[config.mk]
export PLATFORM = sky130hd
export DESIGN_NAME = hazard_fwd_unit
export DESIGN_NICKNAME = d
export VERILOG_FILES = /design/src/rtl/mcu_pkg.sv /design/src/rtl/sat_counter.sv /design/src/rtl/hazard_fwd_unit.sv
export SDC_FILE = /design/constraint.sdc
export NUM_CORES = 1
export LEC_CHECK = 0
export ABC_AREA = 1
export CAP_MARGIN = 20
export CORE_MARGIN = 5
export CORE_UTILIZATION = 50
export CTS_CLUSTER_DIAMETER = 100
export CTS_CLUSTER_SIZE = 30
export DETAILED_ROUTE_END_ITERATION = 10
export PLACE_DENSITY = 0.8
export REMOVE_ABC_BUFFERS = 1
export SYNTH_ARGS = -nofsm -noshare
export SYNTH_HDL_FRONTEND = slang
export SYNTH_SLANG_ARGS = --single-unit
[constraint.sdc]
create_clock -name clk -period 2.3 [get_ports clk]
set_clock_uncertainty 0.2 [all_clocks]
set_input_delay 0.575 -clock clk [delete_from_list [all_inputs] [get_ports clk]]
set_output_delay 0.575 -clock clk [all_outputs]
set_load 0.02 [all_outputs]
[src/rtl/mcu_pkg.sv]
// Shared types and constants for the pipeline hazard/forwarding logic.
package mcu_pkg;

   localparam int unsigned WB_DEPTH_MAX = 7;
   localparam int unsigned REG_AW_MAX   = 8;
   localparam int unsigned FWD_SEL_W    = $clog2(WB_DEPTH_MAX + 1);

   localparam logic [FWD_SEL_W-1:0] FWD_RF = '0;

   // Addresses are stored zero-extended so one entry type serves any REG_AW.
   typedef struct packed {
      logic                  wr;
      logic [REG_AW_MAX-1:0] da;
      logic                  late;
   } sb_entry_t;

endpackage

[src/rtl/sat_counter.sv]
// Event counter that sticks at all-ones instead of wrapping.
module sat_counter #(
   parameter int unsigned CNT_W = 16
) (
   input  logic             clk,
   input  logic             reset,
   input  logic             inc,
   output logic [CNT_W-1:0] cnt
);

   logic [CNT_W-1:0] cnt_q, cnt_d;

   always_comb begin
      cnt_d = cnt_q;
      if (inc && (cnt_q != '1)) begin
         cnt_d = cnt_q + CNT_W'(1);
      end
   end

   always_ff @(posedge clk) begin
      if (reset) begin
         cnt_q <= '0;
      end else begin
         cnt_q <= cnt_d;
      end
   end

   assign cnt = cnt_q;

endmodule

[src/rtl/hazard_fwd_unit.sv]
// Decode-stage hazard detection: scoreboard of in-flight writers, stall/flush
// generation and operand bypass selection, with stall/flush event counters.
module hazard_fwd_unit
   import mcu_pkg::*;
#(
   parameter int unsigned REG_AW   = 3,
   parameter int unsigned WB_DEPTH = 2,
   parameter bit          FWD_EN   = 1'b1,
   parameter int unsigned CNT_W    = 16
) (
   input  logic                 clk,
   input  logic                 reset,
   input  logic                 dec_valid,
   input  logic [REG_AW-1:0]    dec_aa,
   input  logic [REG_AW-1:0]    dec_ba,
   input  logic                 dec_use_a,
   input  logic                 dec_use_b,
   input  logic                 dec_rw,
   input  logic [REG_AW-1:0]    dec_da,
   input  logic                 dec_late,
   input  logic                 br_taken,
   output logic                 stall,
   output logic                 flush,
   output logic [FWD_SEL_W-1:0] fwd_a_sel,
   output logic [FWD_SEL_W-1:0] fwd_b_sel,
   output logic [CNT_W-1:0]     stall_cnt,
   output logic [CNT_W-1:0]     flush_cnt
);

   localparam int Depth = int'(WB_DEPTH);

   sb_entry_t             sb_q [1:WB_DEPTH];
   sb_entry_t             sb1_d;
   logic [REG_AW_MAX-1:0] aa_ext, ba_ext, da_ext;
   logic                  hit_a, hit_b, late_a, late_b;
   int                    k_a, k_b;
   logic                  need_a, need_b, hazard;

   assign aa_ext = REG_AW_MAX'(dec_aa);
   assign ba_ext = REG_AW_MAX'(dec_ba);
   assign da_ext = REG_AW_MAX'(dec_da);

   // Scan oldest to youngest so the youngest matching stage wins.
   always_comb begin
      hit_a  = 1'b0;
      hit_b  = 1'b0;
      late_a = 1'b0;
      late_b = 1'b0;
      k_a    = 0;
      k_b    = 0;
      for (int k = Depth; k >= 1; k--) begin
         if (dec_valid && sb_q[k].wr) begin
            if (dec_use_a && (sb_q[k].da == aa_ext)) begin
               hit_a  = 1'b1;
               late_a = sb_q[k].late;
               k_a    = k;
            end
            if (dec_use_b && (sb_q[k].da == ba_ext)) begin
               hit_b  = 1'b1;
               late_b = sb_q[k].late;
               k_b    = k;
            end
         end
      end
   end

   // A late result is only usable once its producer sits in writeback.
   assign need_a = hit_a && (!FWD_EN || (late_a && (k_a < Depth)));
   assign need_b = hit_b && (!FWD_EN || (late_b && (k_b < Depth)));
   assign hazard = need_a || need_b;

   assign stall = !reset && !br_taken && hazard;
   assign flush = !reset && br_taken;

   assign fwd_a_sel = (!reset && FWD_EN && hit_a && !hazard) ? FWD_SEL_W'(k_a) : FWD_RF;
   assign fwd_b_sel = (!reset && FWD_EN && hit_b && !hazard) ? FWD_SEL_W'(k_b) : FWD_RF;

   always_comb begin
      sb1_d = '0;
      if (!stall && !flush) begin
         sb1_d.wr   = dec_valid & dec_rw;
         sb1_d.da   = da_ext;
         sb1_d.late = dec_late;
      end
   end

   always_ff @(posedge clk) begin
      if (reset) begin
         for (int k = 1; k <= Depth; k++) begin
            sb_q[k] <= '0;
         end
      end else begin
         sb_q[1] <= sb1_d;
         for (int k = 2; k <= Depth; k++) begin
            sb_q[k] <= sb_q[k-1];
         end
      end
   end

   sat_counter #(
      .CNT_W(CNT_W)
   ) u_stall_cnt (
      .clk  (clk),
      .reset(reset),
      .inc  (stall),
      .cnt  (stall_cnt)
   );

   sat_counter #(
      .CNT_W(CNT_W)
   ) u_flush_cnt (
      .clk  (clk),
      .reset(reset),
      .inc  (flush),
      .cnt  (flush_cnt)
   );

endmodule

-- Word level (Yosys, flattened, before mapping)
Memory sizes are Yosys's and may differ from the RTL's.
Index checks and enable logic that the tools add are counted.
- logic and storage cells: 74
- flip-flop bits (word level): 32
- RAM bits: 20
- output and inout port bits: 40
- memories: 1
- bits of input ports: 17
- memories (memory ; depth ; width ; read ports ; clocked after memory_dff ; write ports ; line ; RTL):
    sb_q ; 2 ; 10 ; 2 ; 0 ; 2 ; hazard_fwd_unit.sv:32 ; sb_entry_t sb_q [1:WB_DEPTH];
- equality and inequality tests: 6
- bitwise logic cells: 3
- muxes and demuxes: 32
- $lt $le $gt $ge: 2
- $add $sub $neg: 2
- reductions and logical operators: 26
- operator list (operator ; number):
    32-bit 2-to-1 mux ; 4
    32-bit by 3-bit < comparator with 1-bit output, second input constant ; 2
    16-bit by 1-bit adder with 16-bit output, second input constant ; 2
    8-bit by 3-bit == test with 1-bit output ; 4
    16-bit != test, second input constant ; 2
    10-bit 2-to-1 mux ; 3
    1-bit logical AND ; 20
    1-bit 2-to-1 mux ; 19
    2-bit 2-to-1 mux ; 4
    3-bit 2-to-1 mux ; 2
    1-bit zero test ; 5
    1-bit bitwise OR ; 2
    1-bit bitwise AND ; 1
    1-bit logical OR ; 1

-- Depth between registers and ports, before layout
Gate-level depths: netlist (run 1).
An unclocked memory read counts as a cell.
- word-level depth: 16
- depth in mapped cells: 10
- depth with buffers taken out: 10

-- By module
Synthesis (run 1) repeated with hierarchy kept, for this count alone.
- cells, all modules: 411
- area, all modules: 2473.6 µm²
- modules (own cells, without submodules) (module ; cells each ; sequential area each (µm²) ; times used ; area each (µm²)):
    sat_counter ; 149 ; 320.3 ; 2 ; 929.6
    hazard_fwd_unit ; 113 ; 180.2 ; 1 ; 614.3

-- Worst setup path after synthesis (run 1)
Ideal clock, no wire load.
- kind: in2out
- start: in dec_ba[1]
- end: out fwd_b_sel[1]
- arrival: 1.614 ns
- setup slack: -0.089 ns
- stages on the path: 9
- buffers on the path: 0
- data required time: 1.525 ns
- path through: inv_1 nand2_1 nand2_1 nor2_1 nand2_1 nand2_2 a21oi_1 inv_1 nor2_1
- longest elaborated chain between the ends: 13
- elaborated cells on any way between the ends: 24
- those cells by class: order compare: 1; eq/ne: 2; mux: 13; reduce/logical: 8
- ends and longest elaborated chain (what ; line ; RTL):
    from (decl) ; hazard_fwd_unit.sv:15 ; input logic [REG_AW-1:0] dec_ba,
    8-bit by 3-bit == test with 1-bit output ; hazard_fwd_unit.sv:58 ; if (dec_use_b && (sb_q[k].da == ba_ext)) begin
    1-bit logical AND ; hazard_fwd_unit.sv:58 ;
    2-bit 2-to-1 mux ; hazard_fwd_unit.sv:58 ;
    2-bit 2-to-1 mux ; hazard_fwd_unit.sv:52 ; if (dec_valid && sb_q[k].wr) begin
    32-bit 2-to-1 mux ; hazard_fwd_unit.sv:58 ;
    32-bit 2-to-1 mux ; hazard_fwd_unit.sv:52 ;
    32-bit by 3-bit < comparator with 1-bit output ; hazard_fwd_unit.sv:69 ; assign need_b = hit_b && (!FWD_EN || (late_b && (k_b < Depth)));
    1-bit logical AND (2 in a row) ; hazard_fwd_unit.sv:69 ;
    1-bit logical OR ; hazard_fwd_unit.sv:70 ; assign hazard = need_a || need_b;
    1-bit zero test ; hazard_fwd_unit.sv:76 ; assign fwd_b_sel = (!reset && FWD_EN && hit_b && !hazard) ? FWD_SEL_W'(k_b) : FWD_RF;
    1-bit logical AND ; hazard_fwd_unit.sv:76 ;
    3-bit 2-to-1 mux * ; hazard_fwd_unit.sv:76 ;
    to (decl) ; hazard_fwd_unit.sv:25 ; output logic [FWD_SEL_W-1:0] fwd_b_sel,
Every way passes the cells marked *; elsewhere a longest branch is shown, timed or not.

-- Worst setup path in the final report (run 1)
- start: in dec_ba[0]
- end: out fwd_b_sel[0]
The elaborated chain is that of the path after synthesis.

==> flow_summary.ini, run 1 <==
[global_route]
first_global_vias = 2440
grt_max_degree = 29
grt_pass1_wl_mm = 10.90
antenna_found_initial = 0
overflow = 0
met2_usage = 0.3651
use_met1 = 0.2633
use_met3 = 0.03251
grt_busiest_layer = met2
globalRouteTotalUtil = 0.2114

[pwr]
pwr_density_cell_nw_per_um2 = 389.5
p_sw_frac = 0.2660
p_comb_frac = 0.111
internal_power_mw = 0.9993
p_clk_frac = 0.355
peakVddDrop_v = 0.0004828
p_seq_frac = 0.534
p_switching_mw = 0.3622
p_leak_nw = 1.375

[clock_tree]
cts_sinks = 41
cts_buffers = 5
cts_tree = built
clockBufferDepth = 2
htree_levels = 2
root_buffer = clkbuf_8
postCtsHoldBufs = 0
clk_pin_slew_worst_paths_ns = 0.08
clk_latency_ns = 0.30

[synthesis]
ys_types = 27
synth_compound_area_frac = 0.07837
synth_top_area_share = 0.3338
yosys.area_share.adder = 0.01018
dominantRegCellSynth = dfxtp_1
synth.area.mux_share = 0
syn-cell-area_um2 = 2459
synthCells = 389
synth_area_leaders = dfxtp_1 (33%), nand2_1 (18%), nor2_1 (7.8%)
synth_top_family_by_area = simple AND/OR/NAND/NOR gates
synthArstFlopShare = 0
syn_avg_cell_area_um2 = 6.320
yosys_warnings = 0
yosys.area_share.simple = 0.4163
yosysSeqAreaShare = 0.3338
synth_edf_count = 0
yosys.area_share.xor_xnor = 0.06412
yosysTopAreaCell = dfxtp_1
ys_seq_elements = 41

[timing]
max_freq_mhz = 416.6
finalHoldViolCount = 0
finalWorstSetupSlack_ns = -0.1004
setup_violations = 5
setup_tns_ns = -0.3886
min_period_over_period = 1.044
slew_viol_final = 0
min_period_ns = 2.400
rsz0062_at_grt = true

[setup_path]
reg2reg_slack_ns = 0.36
cp.arrival_ns = 1.63
startpoint_type = primary input
worstSetupPathType = primary input to output pin
r2r_end = u_flush_cnt.cnt[10]$_SDFFE_PP0P_
end_kind = output pin
startpoint = dec_ba[0]
r2r-start = u_flush_cnt.cnt[0]$_SDFFE_PP0P_
worst_ep_required_time_ns = 1.52
critPathMaxFanout = 3
cp-endpoint = fwd_b_sel[0]
r2r_cells = 11

[outcome]
outcome = complete, but fails checks
violations = negative setup slack

[routing]
drc = 0
first_pass_iters = 4
wl_per_cell_um = 12.76
drt_iter0_drc = 210
drt_wl_total_mm = 6.917
antenna_left = 0
vias = 2762
vias_per_cell = 5.096

[layout]
fin_nets = 493
n_fill_cell = 375
final_core_utilization = 0.7353
drive_gt1_frac = 0.2063
design_area_um2 = 3496
mostFrequentLayoutCells = nand2_1 (113), nor2_1 (43), inv_1 (39)
area_delta_synth_final_pct = 42.19
antenna_cells = 0
final_common_cell = nand2_1

[placement]
place_area_um2 = 3246
dpl.hpwl_mm = 4.809
portBuffers = 54
place_congestion = 0.8985

[min_path]
hp-class = primary input to flop
hold_path_startpoint = dec_valid

[flow_run]
maxCapViolCount = 0

[floorplan]
dieHeight_um = 80.12
die_x_um = 80.12
initial_core_util = 0.5171
fp.dieArea_um2 = 6419
fp-row-count = 25
io_pins = 57
coreArea_um2 = 4755
stage by stage:
| step | std cells | power [mW] | hold slack [ns] | worst slack (ns) |
|---|---|---|---|---|
| 3_3_place_gp | 530 | 0.8709 | 0.2287 | -0.9322 |
| 6_report | 542 | 1.361 | 0.2957 | -0.1004 |
| 5_1_grt | 542 | 1.415 | 0.2936 | -0.1773 |
| 3_5_place_dp | 530 | 0.8738 | 0.2352 | -0.9859 |
| 4_1_cts | 541 | 1.357 | 0.2583 | -0.01696 |
| 2_1_floorplan | 380 | 0.7870 | 0.2167 | -0.08911 |
worst max-delay path, stage by stage:
cell and delay [ns]:
buf_6 0.10, inv_1 0.06, nand2_1 0.07, nand2_2 0.09, nor2_4 0.04, nand2_2 0.11, nand2_4 0.07, a21oi_4 0.18
nand3_2 0.13, inv_2 0.07, buf_6 0.11
flip-flops by register name, summed over array words and instances, names as in the netlist:
name / cells
u_flush_cnt.cnt: 16
sb_q: 9
u_stall_cnt.cnt: 16
what timing repair did:
action,in CTS,in global routing
pin swaps,22,10
setup endpoints to repair,6,6
gates resized for setup,93,30
buffers inserted,3,1
kinds of logic after synthesis:
family / after synthesis
adders and majority gates: 2
and+or+nand+nor: 233
DFF: 41
buffers and inverters: 57
AOI/OAI and AO/OA: 37
xor gates and xnor gates: 18
other: 1
power by group through the flow:
stage / sequential, mW / combinational [mW] / clock, mW
floorplan: 0.743 / 0.0437 / 0
global placement: 0.742 / 0.129 / 0
detailed placement: 0.742 / 0.132 / 0
CTS: 0.727 / 0.138 / 0.492
global route: 0.728 / 0.164 / 0.523
finish: 0.726 / 0.152 / 0.483
layout make-up:
class / instances / area, µm² / area share
clock buffers: 5 / 68.82 / 0.01969
clock inverters: 3 / 17.52 / 0.005011
inverters: 47 / 178.9 / 0.05118
multi-input cells: 292 / 1521 / 0.4352
flip-flops and latches: 41 / 828.3 / 0.2369
well taps: 67 / 83.83 / 0.02398
repair buffers: 87 / 797.0 / 0.2280
synthesized netlist by cell type (2+ instances only):
cell type / n
xnor2_1: 5
a21oi_1: 29
nand2_2: 3
dfxtp_1: 41
buf_4: 3
and2_1: 2
nand4_1: 13
o21ai_0: 6
xor2_1: 13
nand3b_1: 3
nand3_1: 28
nor3_1: 8
nor2_1: 51
ha_1: 2
nand2_1: 120
clkbuf_1: 4
buf_2: 2
inv_1: 47
worst min path at each step:
stage | endpoint | slack (ns) | cells after the start
6_report | sb_q[1][9]$_SDFF_PP0_ | 0.30 | 3
4_1_cts | sb_q[2][9]$_SDFF_PP0_ | 0.26 | 2
3_3_place_gp | sb_q[2][9]$_SDFF_PP0_ | 0.23 | 2
5_1_grt | sb_q[1][9]$_SDFF_PP0_ | 0.29 | 3
2_1_floorplan | sb_q[2][9]$_SDFF_PP0_ | 0.22 | 2
3_5_place_dp | sb_q[2][9]$_SDFF_PP0_ | 0.24 | 2
metal layers:
| layer | share of wire | wire (µm) |
|---|---|---|
| met1 | 0.42 | 2883 |
| met2 | 0.50 | 3485 |
| met3 | 0.055 | 378 |
| met4 | 0.025 | 170 |
| met5 | 0 | 0 |
(Power assumes the default switching activity.)
==> run 2: changes to the inputs <==
Settings changed: CAP_MARGIN 20 to 15.
==> results of run 2 <==
Final layout, timing and power as in run 1 (identical DEF).
